==> config.mk <==
export PLATFORM = sky130hd
export DESIGN_NAME = cnt_dwn
export DESIGN_NICKNAME = d
export VERILOG_FILES = /design/src/rtl/cnt_dwn_pkg.sv /design/src/rtl/cnt_dwn.sv
export SDC_FILE = /design/constraint.sdc
export NUM_CORES = 1
export LEC_CHECK = 0
export ABC_AREA = 1
export BUFFER_PORTS_ARGS = -buffer_cell sky130_fd_sc_hd__buf_2
export CORE_AREA = 2 2 39 41
export DETAILED_ROUTE_END_ITERATION = 16
export DIE_AREA = 0 0 41 43
export PLACE_DENSITY = 0.57
export SLEW_MARGIN = 20
export SYNTH_ARGS = -nofsm -noshare
export SYNTH_HDL_FRONTEND = slang
export SYNTH_SLANG_ARGS = --single-unit
==> constraint.sdc <==
create_clock -name clk -period 1.17 [get_ports clk]
set_input_delay 0.0585 -clock clk [delete_from_list [all_inputs] [get_ports clk]]
set_output_delay 0.0585 -clock clk [all_outputs]
set_load 0.02 [all_outputs]
==> src/rtl/cnt_dwn_pkg.sv <==
// Shared constants for the loadable down-counter.
// Keeps the default counter width in one place for the counter and its users.
package cnt_dwn_pkg;

    localparam int CNT_DWN_WIDTH = 4;

endpackage : cnt_dwn_pkg

==> src/rtl/cnt_dwn.sv <==
// Loadable down-counter with a registered terminal-count flag.
// Decrement has priority over load and saturates at zero; zero asserts only via decrement-to-zero or load-of-zero.
module cnt_dwn
    import cnt_dwn_pkg::*;
#(
    parameter int WIDTH = CNT_DWN_WIDTH
) (
    input  logic             clk,
    input  logic             rst,
    input  logic [WIDTH-1:0] in,
    input  logic             latch,
    input  logic             dec,
    output logic             zero
);

    logic [WIDTH-1:0] count;
    logic [WIDTH-1:0] count_d;
    logic             zero_q;
    logic             zero_d;

    always_comb begin
        // NOTE: every next-state signal gets its hold value first, so no path leaves it unassigned and no latch is inferred.
        count_d = count;
        zero_d  = zero_q;
        if (dec) begin
            // A decrement on an empty counter is a no-op and also swallows a concurrent load.
            if (count != '0) begin
                count_d = count - WIDTH'(1);
                zero_d  = (count == WIDTH'(1));
            end
        end else if (latch) begin
            count_d = in;
            zero_d  = (in == '0);
        end
    end

    always_ff @(posedge clk or posedge rst) begin
        if (rst) begin
            count  <= '0;
            zero_q <= 1'b0;
        end else begin
            // NOTE: state registers use non-blocking assignments so every flop samples the pre-edge values.
            count  <= count_d;
            zero_q <= zero_d;
        end
    end

    assign zero = zero_q;

endmodule : cnt_dwn

Word-level counts from Yosys, hierarchy flattened
Index checks and enable logic that the tools add are counted.
{"block": "totals", "register_bits": 5, "latchBits": 0, "ram_bits": 0, "rom_bits": 0, "out_inout_bits": 1, "elab_cells": 15, "memories": 0}
{"block": "op_classes", "addsub": 1, "multipliers": 0, "n_div": 0, "magnitude_cmp": 0, "n_eq_ne": 2, "shift": 0, "mux": 6, "n_bitwise": 0, "reduce_logical": 4}
{"op": "4-bit 2-to-1 mux", "n": 3}
{"op": "4-bit by 1-bit equality test with 1-bit output (second input constant)", "n": 1}
{"op": "4-bit logical NOT", "n": 1}
{"op": "4-bit nonzero test", "n": 1}
{"op": "4-bit by 1-bit subtractor with 4-bit output (second input constant)", "n": 1}
{"op": "1-bit 2-to-1 mux", "n": 3}
{"op": "2-bit by 1-bit != test with 1-bit output (second input constant)", "n": 1}
{"op": "2-bit AND reduction", "n": 1}
{"op": "2-bit nonzero test", "n": 1}

Logic depth before layout (Yosys ltp)
Gate-level depths: netlist (run 1).
{"block": "depth", "word_depth": 3, "depth_mapped": 9}

Least setup slack after synthesis (run 1)
OpenSTA, ideal clock, no wires.
{"block": "synth_timing", "kind": "reg-to-reg", "startpoint": "reg count[0]", "endpoint": "reg count[0]", "t_arrival_ps": 986, "slack_ps": 61, "stages_incl_launch_ff": 10, "period_less_slack_ps": 1109, "cell_sequence": "dfrtp_1 inv_1 ha_1 nand2_1 inv_1 nand2_1 nand2_2 inv_2 nand2_1 o21ai_1"}
{"block": "synth_between", "elab_chain_len": 3, "word_cells_on_any_way": 6}
{"item": "start, declared", "line": "cnt_dwn.sv:16", "text": "logic [WIDTH-1:0] count;"}
{"item": "start signal, assigned", "line": "cnt_dwn.sv:43", "text": "count <= count_d;"}
{"item": "4-bit by 1-bit subtractor with 4-bit output or 4-bit nonzero test (tied branches)", "line": "cnt_dwn.sv:28, cnt_dwn.sv:27"}
{"item": "4-bit 2-to-1 mux or 2-bit by 1-bit != test with 1-bit output (tied branches)"}
{"item": "4-bit 2-to-1 mux or 2-bit AND reduction (tied branches)"}
Several ways; a longest one is shown, not always the timed one. The select of a mux whose other input is x is not followed.
A chain may end at the register's enable or synchronous reset.

Final worst setup path (run 1)
{"block": "layout_timing", "startpoint": "reg count[1]", "endpoint": "reg count[0]"}
{"block": "layout_between", "elab_chain_len": 3}
{"item": "4-bit nonzero test", "line": "cnt_dwn.sv:27", "text": "if (count != '0) begin"}
{"item": "2-bit by 1-bit != test with 1-bit output (no line)"}
{"item": "2-bit AND reduction (no line)"}
No other way between the ends.

==> results of run 1 <==
worst paths after layout:
check | endpoint | slack [ns] | depth (start not counted)
worst min-delay path | count[3] | 0.1 | 4
max in group asynchronous | count[1] | 0.74 | 3
worst max register to register | count[0] | 0.03 | 9
min in group asynchronous | count[3] | 0.27 | 3
worst max-delay path | count[0] | 0.03 | 9
worst min register to register | zero | 0.48 | 2
through the flow:
stage | worst slack, ns | cells | util | hold slack, ns
finish | 0.0326 | 89 | 0.374 | 0.0979
global route | -0.0325 | 89 | 0.374 | 0.130
CTS | 0.00536 | 86 | 0.341 | 0.0915
detailed placement | -0.0153 | 81 | 0.315 | -0.0429
global placement | 0.00361 | 81 | 0.315 | -0.0460
floorplan | 0.0607 | 54 | - | -0.163
logic make-up (layout without fill, tap and decap cells):
logic type	Yosys count	after routing	share of synthesized area
DFF	5	5	0.355
buffers and inverters	9	28	0.0957
and+or+nand+nor	31	31	0.358
adders and majority gates	3	3	0.106
AOI/OAI and AO/OA	6	6	0.0851
report_power, final:
part	internal, mW	switching (mW)
registers	0.210	0.0314
logic	0.143	0.151
clock network	0.128	0.0637
total	0.481	0.246
final cells by class:
cell class	instances	share of cell area
sequential	5	0.242
tap	16	0.0386
clock buffer	4	0.0507
multi-input combinational	40	0.420
inverter	9	0.0652
timing repair buffer	15	0.184
cells in the final DEF (no fill, tap or decap):
cell	instances
sky130_fd_sc_hd__a21oi_2	1
sky130_fd_sc_hd__inv_1	5
sky130_fd_sc_hd__o21ai_0	2
sky130_fd_sc_hd__nand2_1	16
sky130_fd_sc_hd__dlygate4sd3_1	1
sky130_fd_sc_hd__buf_2	8
sky130_fd_sc_hd__nor2_1	8
sky130_fd_sc_hd__clkbuf_4	3
sky130_fd_sc_hd__nand3_1	3
sky130_fd_sc_hd__ha_1	1
sky130_fd_sc_hd__dfrtp_1	5
sky130_fd_sc_hd__nand3b_1	1
sky130_fd_sc_hd__o21ai_1	3
sky130_fd_sc_hd__ha_4	1
sky130_fd_sc_hd__ha_2	1
sky130_fd_sc_hd__clkbuf_1	1
sky130_fd_sc_hd__inv_2	4
sky130_fd_sc_hd__nand2_2	3
sky130_fd_sc_hd__buf_4	6
repair_timing:
action	4_1_cts	5_1_grt
endpoints found under the setup margin	3	5
cloned	0	0
buffers inserted	0	3
pin swaps	0	2
hold buffers	1	0
gates resized for setup	2	8
endpoints found under the hold margin	5	0
critical path: stages (launching register included):
cell and delay (ns):
sky130_fd_sc_hd__dfrtp_1 0.38, sky130_fd_sc_hd__inv_2 0.10, sky130_fd_sc_hd__ha_4 0.14, sky130_fd_sc_hd__nand2_2 0.05, sky130_fd_sc_hd__inv_2 0.05, sky130_fd_sc_hd__nand2_2 0.04, sky130_fd_sc_hd__nand2_2 0.10, sky130_fd_sc_hd__inv_2 0.06
sky130_fd_sc_hd__nand2_1 0.05, sky130_fd_sc_hd__o21ai_1 0.06
state kept, by name (all words and copies together), names as in the netlist:
name,flops
count,4
zero,1
routing by layer:
metal,global-route usage,vias to the layer above,share of wire
met2,0.159,8,0.49
met5,0,-,0
met3,0.0157,2,0.054
li1,-,204,-
met1,0.119,157,0.44
met4,0.100,0,0.014
==> impl_metrics.tcl, run 1 <==
set metrics [dict create \
    routed_vias 371 \
    leakage_power_nw 0.287 \
    post_synth.cell_area_avg_um2 6.53 \
    critPathRequiredTime_ns 1.29 \
    setup_repair_after_global_routing_missed_its_margin "yes" \
    die_height_um 43 \
    finalClockSkew_ns 0.00245 \
    numClockSinks 5 \
    cts_buffers 3 \
    slew_headroom 0.873 \
    clock_latency_ns 0.24 \
    p_total_mw 0.728 \
    synth_enable_flop_cells 0 \
    share_of_synthesized_registers_carrying_an_async_set_or_reset 1.00 \
    netlist-cell-type-count 12 \
    syn-instance-count 54 \
    synth.top_cells.by_count "sky130_fd_sc_hd__nand2_1, sky130_fd_sc_hd__inv_1, sky130_fd_sc_hd__nor2_1, sky130_fd_sc_hd__dfrtp_1" \
    dieWidth_um 41 \
    period_needed_ns 1.14 \
    worst_setup_path_start_kind "register" \
    gp_congestion 0.675 \
    cp.arrival_ns 1.25 \
    ys.warnings.count 0 \
    share_of_the_cycle_needed_by_the_critical_path_after_routing 0.972 \
    final_standard_cell_area_without_fillers_um2 518 \
    grt_overflow 0 \
    post-route-drc-count 0 \
    floorplan.initialDensity 0.255 \
    syn_area_um2 353 \
    clock_tree.root_cell "sky130_fd_sc_hd__clkbuf_4" \
    grt.total_usage 0.106 \
    buffer_ports.inserted 8 \
    area_of_the_multi_input_gates_um2 218 \
    setup.worst_path.start "count[1]" \
    worst_hold_startpoint "latch" \
    grt_first_pass_wirelength_um 1210 \
    routed_via_density 4.17 \
    antenna_violations_before_repair 0 \
    slew_viol_final 0 \
    layout-area-overhead-vs-synth_pct 46.8 \
    clk_pin_slew_ns 0.04 \
    cts.path.max_buffers 2 \
    dpl_cell_area_um2 435 \
    report.final.hold_viol_count 0 \
    ys_ff_latch 5 \
    synth_nets 65 \
    grt_start_max_net_pins 8 \
    drc_marker_count_from_the_first_detailed_route_iteration 8 \
    synth.yosys.seq_area_share 0.355 \
    cap_viol_max_count 0 \
    run_status "finished clean" \
    crit_type "register to register" \
    min_path_type "primary input to register" \
    finalSetupViolCount 0 \
    timing.critical_path.fanout_max 5 \
    num-nets-final 85 \
    fp-row-count 14 \
    peakVddDrop_uv 582 \
    wire_per_inst_um 8.31 \
    tightest_slew_ns 0.190 \
    seq_area_um2 125 \
    postSynth.topFlopCell "sky130_fd_sc_hd__dfrtp_1" \
    drive_above_1_share 0.370 \
    drt.antenna.violating_nets 0 \
    synth.most_common_cell "sky130_fd_sc_hd__nand2_1" \
    top_cell_type_by_total_area_after_synthesis "sky130_fd_sc_hd__dfrtp_1" \
    setup_tns_ns 0 \
    dp.final_hpwl_um 575 \
    h_tree_level_count 1 \
    nFillCells 154 \
    cp-end-kind "register" \
    yosysTopAreaCellShare 0.355 \
    floorplan.die_area_um2 1760 \
    tritoncts_clock_tree "built" \
    power_density_nw_per_um2 1400 \
    detailedRoute.firstPassIterationCount 4 \
    via_count_of_the_first_global_routing_pass 344 \
    postRouteWirelength_um 740 \
    num_io_pins 9 \
    synth.area.top_cells "sky130_fd_sc_hd__dfrtp_1, sky130_fd_sc_hd__nand2_1, sky130_fd_sc_hd__ha_1" \
    worstReg2RegStart "count[1]" \
    core_region_area_um2 1380 \
    max_freq_mhz 879 \
    antenna-diode-count 0 \
]
Power figures use the tool's default switching activity.
==> run 2: changes to the inputs <==
- PLACE_DENSITY: 0.57 -> 0.56
- REMOVE_ABC_BUFFERS: default -> 1
- clock period: 1.17 -> 1.3 ns (I/O delays scaled with it)
==> impl_metrics.tcl, run 2 (same netlist as run 1, synthesis figures left out) <==
set metrics [dict create \
    max_freq_mhz 847 \
    setup.worst_path.end "count[0]" \
    core_region_area_um2 1380 \
    grt_first_pass_wirelength_um 1300 \
    fp-row-count 14 \
    cp.arrival_ns 1.30 \
    clock_latency_ns 0.24 \
    antenna-diode-count 0 \
    mostFrequentLayoutCell "sky130_fd_sc_hd__nand2_1" \
    detailedRoute.firstPassIterationCount 1 \
    reg2reg_to "count[0]" \
    routed_vias 349 \
    cap_viol_max_count 0 \
    numClockSinks 5 \
    finalSetupViolCount 0 \
    routed_via_density 4.11 \
    post-route-drc-count 0 \
    worst_r2r_path_depth 9 \
    via_count_of_the_first_global_routing_pass 336 \
    regMostFlops "count" \
    worstPathCellList "inv_2, ha_1, nand2_1, inv_1, nand2_1, nand2_2, inv_4, nand2_1, o21ai_2" \
    drt.antenna.violating_nets 0 \
    worst_setup_path_start_kind "register" \
    cp-end-kind "register" \
    tritoncts_clock_tree "built" \
    tightest_slew_ns 0.198 \
    final_standard_cell_area_without_fillers_um2 470 \
    setup_tns_ns 0 \
    cts.path.max_buffers 2 \
    leakage_power_nw 0.271 \
    slew_viol_final 0 \
    worstReg2RegStart "count[0]" \
    crit_path_max_incr_delay_ns 0.40 \
    slew_headroom 0.868 \
    gp_congestion 0.673 \
    grt_overflow 0 \
    period_needed_ns 1.18 \
    floorplan.die_area_um2 1760 \
    report.final.hold_viol_count 0 \
    largest_reg_flops 4 \
    grt_start_max_net_pins 8 \
    buffer_ports.inserted 8 \
    finalClockSkew_ns 0.00327 \
    drive_above_1_share 0.261 \
    run_status "finished clean" \
    critPathRequiredTime_ns 1.42 \
    clock_tree.root_cell "sky130_fd_sc_hd__clkbuf_4" \
    postRouteWirelength_um 761 \
    utilization 0.340 \
    timing.critical_path.mode_cell "sky130_fd_sc_hd__nand2_1" \
    wire_per_inst_um 8.95 \
    detailedPlace.worstSlack_ns 0.0956 \
    min_path_type "primary input to register" \
    holdWs_ns 0.0984 \
    timing.critical_path.fanout_max 5 \
    cp_slowest_cell "sky130_fd_sc_hd__dfrtp_1" \
    fin_ws_ns 0.119 \
    grt.total_usage 0.114 \
    commonest_cells_after_routing_fill_and_taps_aside "sky130_fd_sc_hd__nand2_1, sky130_fd_sc_hd__nor2_1, sky130_fd_sc_hd__buf_2, sky130_fd_sc_hd__inv_1, sky130_fd_sc_hd__dfrtp_1" \
    antenna_violations_before_repair 0 \
    share_of_the_cycle_needed_by_the_critical_path_after_routing 0.908 \
    dieWidth_um 41 \
    setup.worst_path.start "count[0]" \
    dp.final_hpwl_um 615 \
    h_tree_level_count 1 \
    num-nets-final 81 \
    peakVddDrop_uv 460 \
    drc_marker_count_from_the_first_detailed_route_iteration 0 \
    power_density_nw_per_um2 1270 \
    r2r_slack_ns 0.12 \
    floorplan.initialDensity 0.255 \
    layout-area-overhead-vs-synth_pct 33.3 \
    crit_type "register to register" \
    die_height_um 43 \
    cts_buffers 3 \
    dpl_cell_area_um2 420 \
    num_io_pins 9 \
    clk_pin_slew_ns 0.04 \
]
==> run 2: cell types whose count changed in the layout (fill, tap and decap cells not counted), sizes merged <==
cell | before | now
buf | 14 | 10
==> run 2: worst min-delay path by stage <==
stage | slack (ns) | startpoint | depth (start not counted) | endpoint
floorplan | -0.16 | rst | 1 | count[0]
global route | 0.13 | latch | 4 | count[2]
CTS | 0.09 | latch | 4 | count[2]
detailed placement | -0.03 | rst | 2 | zero
finish | 0.1 | latch | 4 | count[2]
global placement | -0.04 | rst | 2 | zero
==> run 2: what timing repair did <==
item | 4_1_cts | 5_1_grt
resized for setup | 0 | 4
endpoints found under the setup margin | 0 | 5
setup buffers | 0 | 1
endpoints found under the hold margin | 5 | 0
hold buffers | 1 | 0
==> run 2: layer usage <==
metal / track usage / vias to the layer above / routed length [µm]
met5: 0 / - / 0
met4: 0.100 / 0 / 0
met3: 0.0157 / 0 / 36
met2: 0.144 / 7 / 366
met1: 0.162 / 149 / 358
li1: - / 193 / -
==> run 2: layout make-up <==
type / count / area [µm²]
fillers: 154 / 913
repair buffers: 11 / 65.1
flip-flops and latches: 5 / 125
inverters: 9 / 36.3
well taps: 16 / 20.0
multi-input cells: 40 / 198
clock buffers: 4 / 26.3
==> run 2: worst max-delay path: cells and delay by family (launching register included) <==
family / cells / cell delay, ns
simple gates: 4 / 0.29
compound gates: 1 / 0.06
buf+inv: 3 / 0.19
fa+ha+maj: 1 / 0.14
flops: 1 / 0.40
==> run 2: power by group <==
group	switching, mW	leakage (nW)	internal (mW)	total, mW
logic	0.119	0.194	0.0857	0.204
registers	0.0292	0.0618	0.189	0.219
clock network	0.0593	0.0150	0.116	0.175
total	0.207	0.271	0.391	0.598
==> run 2: metrics by stage <==
stage	instances	total power, mW
detailed placement	79	0.403
global route	85	0.654
global placement	79	0.402
floorplan	54	0.342
finish	85	0.598
CTS	84	0.590
